**config.mk**
```make
export PLATFORM = sky130hd
export DESIGN_NAME = flit_type_control_fsm
export DESIGN_NICKNAME = d
export VERILOG_FILES = /design/src/rtl/flit_type_control_fsm.sv
export SDC_FILE = /design/constraint.sdc
export NUM_CORES = 1
export LEC_CHECK = 0
export CELL_PAD_IN_SITES_DETAIL_PLACEMENT = 0
export CELL_PAD_IN_SITES_GLOBAL_PLACEMENT = 2
export CORE_MARGIN = 2
export CORE_UTILIZATION = 24
export DETAILED_ROUTE_END_ITERATION = 8
export GPL_ROUTABILITY_DRIVEN = 0
export PLACE_DENSITY_LB_ADDON = 0.1
export RECOVER_POWER = 25
export SLEW_MARGIN = 20
export SYNTH_ARGS = -nofsm -noshare
export SYNTH_HDL_FRONTEND = slang
export SYNTH_SLANG_ARGS = --single-unit
```
**constraint.sdc**
```tcl
create_clock -name clk -period 3.5 [get_ports clk]
set_clock_uncertainty 0.05 [all_clocks]
set_input_delay 0.7 -clock clk [delete_from_list [all_inputs] [get_ports clk]]
set_output_delay 0.7 -clock clk [all_outputs]
set_load 0.01 [all_outputs]
```
**src/rtl/flit_type_control_fsm.sv**
```systemverilog
// rtl/flit_type_control_fsm.sv - per-input-port wormhole control FSM, packet boundaries from FlitType.
// Optional build macro PACKET_LEN_CHECK_EN adds sticky protoError for bad types and over-length packets.
module flit_type_control_fsm #(
  parameter int PhitPerFlit      = 2,
  parameter int TYPE_WIDTH       = 2,
  parameter int MaxFlitPerPacket = 16
) (
  input  logic                         clk,
  input  logic                         rst,
  input  logic                         valid_in,
  output logic                         ready_in,
  input  logic [TYPE_WIDTH-1:0]        FlitType,
  output logic                         valid_out,
  input  logic                         ready_out,
  input  logic [TYPE_WIDTH-1:0]        outFlitType,
  output logic                         reserveRoute,
  input  logic                         routeReserveStatus,
  output logic                         headFlitValid,
  output logic [$clog2(PhitPerFlit):0] phitCounter,
  output logic                         pushBuffer,
  output logic                         popBuffer,
  output logic                         Handshake,
  input  logic                         full,
  input  logic                         empty,
  output logic                         routeRelieve,
  output logic                         protoError
);

  localparam int PcW = $clog2(PhitPerFlit) + 1;
  localparam int FcW = $clog2(MaxFlitPerPacket + 1);
  localparam logic [PcW-1:0]        LastPhitIdx  = PcW'(PhitPerFlit - 1);
  localparam logic [FcW-1:0]        MaxFlits     = FcW'(MaxFlitPerPacket);
  localparam logic [TYPE_WIDTH-1:0] TypeHeadTail = TYPE_WIDTH'(0);
  localparam logic [TYPE_WIDTH-1:0] TypeTail     = TYPE_WIDTH'(3);

  typedef enum logic [1:0] {Idle, Reserve, Route, Drain} stateT;

  stateT                 state, nextState;
  logic [FcW-1:0]        flitCounter;
  logic [TYPE_WIDTH-1:0] curType, effType;
  logic [PcW-1:0]        outPhitCnt;
  logic                  relievePending;
  logic                  firstPhit, lastPhit, acceptState, dropFlit, tailOut;

  assign valid_out   = ~empty;
  assign popBuffer   = valid_out & ready_out;
  assign firstPhit   = (phitCounter == '0);
  assign effType     = firstPhit ? FlitType : curType;
  assign acceptState = (state == Idle) | (state == Route);

  // Push and pop on a full FIFO is only safe once the route is held; a dropped flit never needs space.
  assign ready_in   = ~rst & valid_in & acceptState &
                      (~full | ((state == Route) & popBuffer) | dropFlit);
  assign Handshake  = valid_in & ready_in;
  assign lastPhit   = Handshake & (phitCounter == LastPhitIdx);
  assign pushBuffer = Handshake & ~dropFlit;

  assign tailOut      = (outFlitType == TypeTail) | (outFlitType == TypeHeadTail);
  assign routeRelieve = ~rst & popBuffer & (outPhitCnt == LastPhitIdx) & tailOut;

`ifdef PACKET_LEN_CHECK_EN
  localparam logic [TYPE_WIDTH-1:0] TypeHead = TYPE_WIDTH'(1);

  logic headType, protoSet, protoErrorQ;

  assign headType = (effType == TypeHead) | (effType == TypeHeadTail);
  assign dropFlit = (state == Idle) & ~headType;
  assign protoSet = Handshake & firstPhit &
                    (((state == Idle) & ~headType) |
                     ((state == Route) & (headType | (flitCounter == MaxFlits))));

  always_ff @(posedge clk) begin
    if (rst) begin
      protoErrorQ <= 1'b0;
    end else if (protoSet) begin
      protoErrorQ <= 1'b1;
    end
  end

  assign protoError = protoErrorQ;
`else
  assign dropFlit   = 1'b0;
  assign protoError = 1'b0;
`endif

  always_comb begin
    nextState     = state;
    reserveRoute  = 1'b0;
    headFlitValid = 1'b0;
    unique case (state)
      Idle: begin
        if (lastPhit & ~dropFlit) begin
          headFlitValid = 1'b1;
          nextState     = Reserve;
        end
      end
      Reserve: begin
        reserveRoute = ~rst;
        if (routeReserveStatus) begin
          // A single-flit packet may already have left the FIFO while the grant was pending.
          if (curType == TypeHeadTail) begin
            nextState = (relievePending | routeRelieve) ? Idle : Drain;
          end else begin
            nextState = Route;
          end
        end
      end
      Route: begin
        if (lastPhit & (effType == TypeTail)) begin
          nextState = Drain;
        end
      end
      Drain: begin
        if (routeRelieve | relievePending) begin
          nextState = Idle;
        end
      end
      default: nextState = Idle;
    endcase
  end

  always_ff @(posedge clk) begin
    if (rst) begin
      state          <= Idle;
      phitCounter    <= '0;
      flitCounter    <= '0;
      curType        <= '0;
      outPhitCnt     <= '0;
      relievePending <= 1'b0;
    end else begin
      state <= nextState;
      if (Handshake) begin
        phitCounter <= (phitCounter == LastPhitIdx) ? '0 : phitCounter + PcW'(1);
        if (firstPhit) begin
          curType <= FlitType;
        end
      end
      if (popBuffer) begin
        outPhitCnt <= (outPhitCnt == LastPhitIdx) ? '0 : outPhitCnt + PcW'(1);
      end
      if ((state == Idle) && lastPhit && !dropFlit) begin
        flitCounter <= FcW'(1);
      end else if ((state == Route) && lastPhit && (flitCounter != MaxFlits)) begin
        flitCounter <= flitCounter + FcW'(1);
      end
      if (nextState == Idle) begin
        relievePending <= 1'b0;
      end else if ((state == Reserve) && routeRelieve) begin
        relievePending <= 1'b1;
      end
    end
  end

endmodule

```
==> out/metrics.yaml <==
synth.largest_area_cell: "dfxtp_1"
peakVddDrop_mv: 0.160
grt_pass1_vias: 426
synth_nets: 65
routed_wirelength_um: 1120
grt_pass1_wl_um: 1880
cp.required_ns: 2.75
maxCapViolCount: 0
start_util_pct: 25.6
core_area_sq_um: 1980
cp_top_family: "buffers and inverters"
layout_commonest_cell: "clkdlybuf4s50_1"
path_clk_slew_ns: 0.06
rsz0062_at_grt: "no"
power_switching_mw: 0.0610
synthTopCellsByArea: "dfxtp_1 36%, nor2_1 6.7%, a2111oi_4 5.4%"
outcome: "completed"
ant_nets: 0
ctsHoldBuffers: 0
post_drt_wl_per_cell_um: 10.7
antenna_cells: 0
ctsResizeCount: 0
htreeDepth: 1
endpoint_kind: "output port"
cts_buffers: 3
setup_tns_ns: 0
synth_cells: 54
finalCriticalPeriod_ns: 3.28
synth_edf_count: 0
hold_viol: 0
total_power_mw: 0.240
slowest_delay_ns: 0.53
critPathKind: "primary input to output port"
cellPowerDensity_nw_per_um2: 313
power.leakage_nw: 0.288
swShare_pct: 25.4
nNetsFinal: 90
max_freq_mhz: 305
clockPowerShare_pct: 33.6
min_period_over_period_pct: 93.7
setup-violations-final: 0
worstHoldPathType: "register to register"
die_w_um: 50.0
clock_sinks: 9
hpwl_um: 870
fin_area_sq_um: 767
dpl_cell_area_sq_um: 744
stdcell_count: 105
critical-path-slowest-cell: "clkdlybuf4s50_1"
grt_max_degree: 8
num_vias: 451
gr-total-overflow: 0
dp.cells: 101
power.combinational.fraction_pct: 20.1
cts_setup_buffers: 0
cts_root_buffer: "clkbuf_4"
drtIter0Drc: 5
drv_slew: 0
crit_buf_inv: 2
synth_top_cell_area_share_pct: 35.6
tritoncts: "built"
path_max_fanout: 4
floorplan.rows: 16
clk_path_buf_depth: 2
dieArea_sq_um: 2500
yosysWarnings: 0
drt_pre_antenna_iters: 2
async_flop_share_pct: 0
startpoint_type: "primary input"
synth_cell_types: 31
cp.arrival_ns: 2.53
grtUsageTotal_pct: 10.3
area.growth.synth_to_final_pct: 51.4
mostFrequentLayoutCells: "18 x clkdlybuf4s50_1, 9 x nor2_1, 9 x dfxtp_1"
drc: 0
yosysSeqAreaShare_pct: 35.6
die_h_um: 50.0
intPower_mw: 0.179
seqPwrFrac_pct: 46.3
fin_ws_ns: 0.222
drive_gt1_share_pct: 15.4
crit_top_cell: "clkdlybuf4s50_1"
cp_cell_sequence: "clkdlybuf4s50_1 > nand3b_2 > a2111oi_4 > and3_2 > clkdlybuf4s50_1"
io_pins: 22
portBuffers: 20
dp_slack_ns: 0.219
nFillCells: 189
post-route-util_pct: 38.7
synth.cell_area_sq_um: 507
insertion_delay_ns: 0.26
via_per_inst: 4.30
postSynthAreaPerCell_sq_um: 9.38
hold_slack_ns: 0.436
yosys_register_bits: 9
antenna_found_initial: 0
synthFlopType: "dfxtp_1"
==> sequential cells by signal, indices dropped and copies added (netlist names) <==
| name | flops |
|---|---|
| curType | 2 |
| outPhitCnt | 2 |
| phitCounter | 2 |
| state | 2 |
| relievePending | 1 |
==> power groups by stage <==
stage | Clock, mW | Combinational, mW | Sequential (mW)
2_1_floorplan | 0 | 0.0244 | 0.113
3_3_place_gp | 0 | 0.0496 | 0.114
3_5_place_dp | 0 | 0.0491 | 0.114
4_1_cts | 0.0874 | 0.0495 | 0.111
5_1_grt | 0.0926 | 0.0523 | 0.112
6_report | 0.0806 | 0.0482 | 0.111
==> synth_stat cells, types with 2 or more instances <==
cell type,n
dfxtp_1,9
xnor2_1,2
a21oi_1,2
buf_4,2
nor4_1,2
nor2_1,9
inv_1,3
mux2i_1,2
==> area by class of cell <==
cell class | count | area, sq um | area share [%]
multi-input combinational | 39 | 297 | 38.7
timing repair buffer | 23 | 219 | 28.5
clock buffer | 4 | 26.3 | 3.43
sequential | 9 | 180 | 23.5
tap | 27 | 33.8 | 4.40
inverter | 3 | 11.3 | 1.47
==> layer usage <==
layer / wire [um] / vias to the layer above / global-route usage [%]
met2: 480 / 15 / 14.0
met4: 13 / 0 / 4.17
met3: 79 / 2 / 4.85
met5: 0 / - / 0
met1: 551 / 199 / 13.8
li1: - / 235 / -
==> path summary, 6_finish.rpt <==
kind,from,endpoint,slack [ns],depth (start not counted)
setup / recovery,empty,headFlitValid,0.22,5
hold / removal,relievePending,relievePending,0.44,1
setup reg to reg,state[1],curType[1],1.69,6
hold reg to reg,relievePending,relievePending,0.44,1
==> kinds of logic (layout without fill, tap and decap cells) <==
logic type      Yosys count  in the layout  share of synthesized area [%]
other cells               1              1                          0.740
xor+xnor                  3              3                           5.19
compound gates            9              9                           18.0
buf+inv                   6             30                           5.92
flops                     9              9                           35.6
simple gates             24             24                           30.6
mux                       2              2                           3.95
Note: power is estimated with default switching activity, not from simulation.
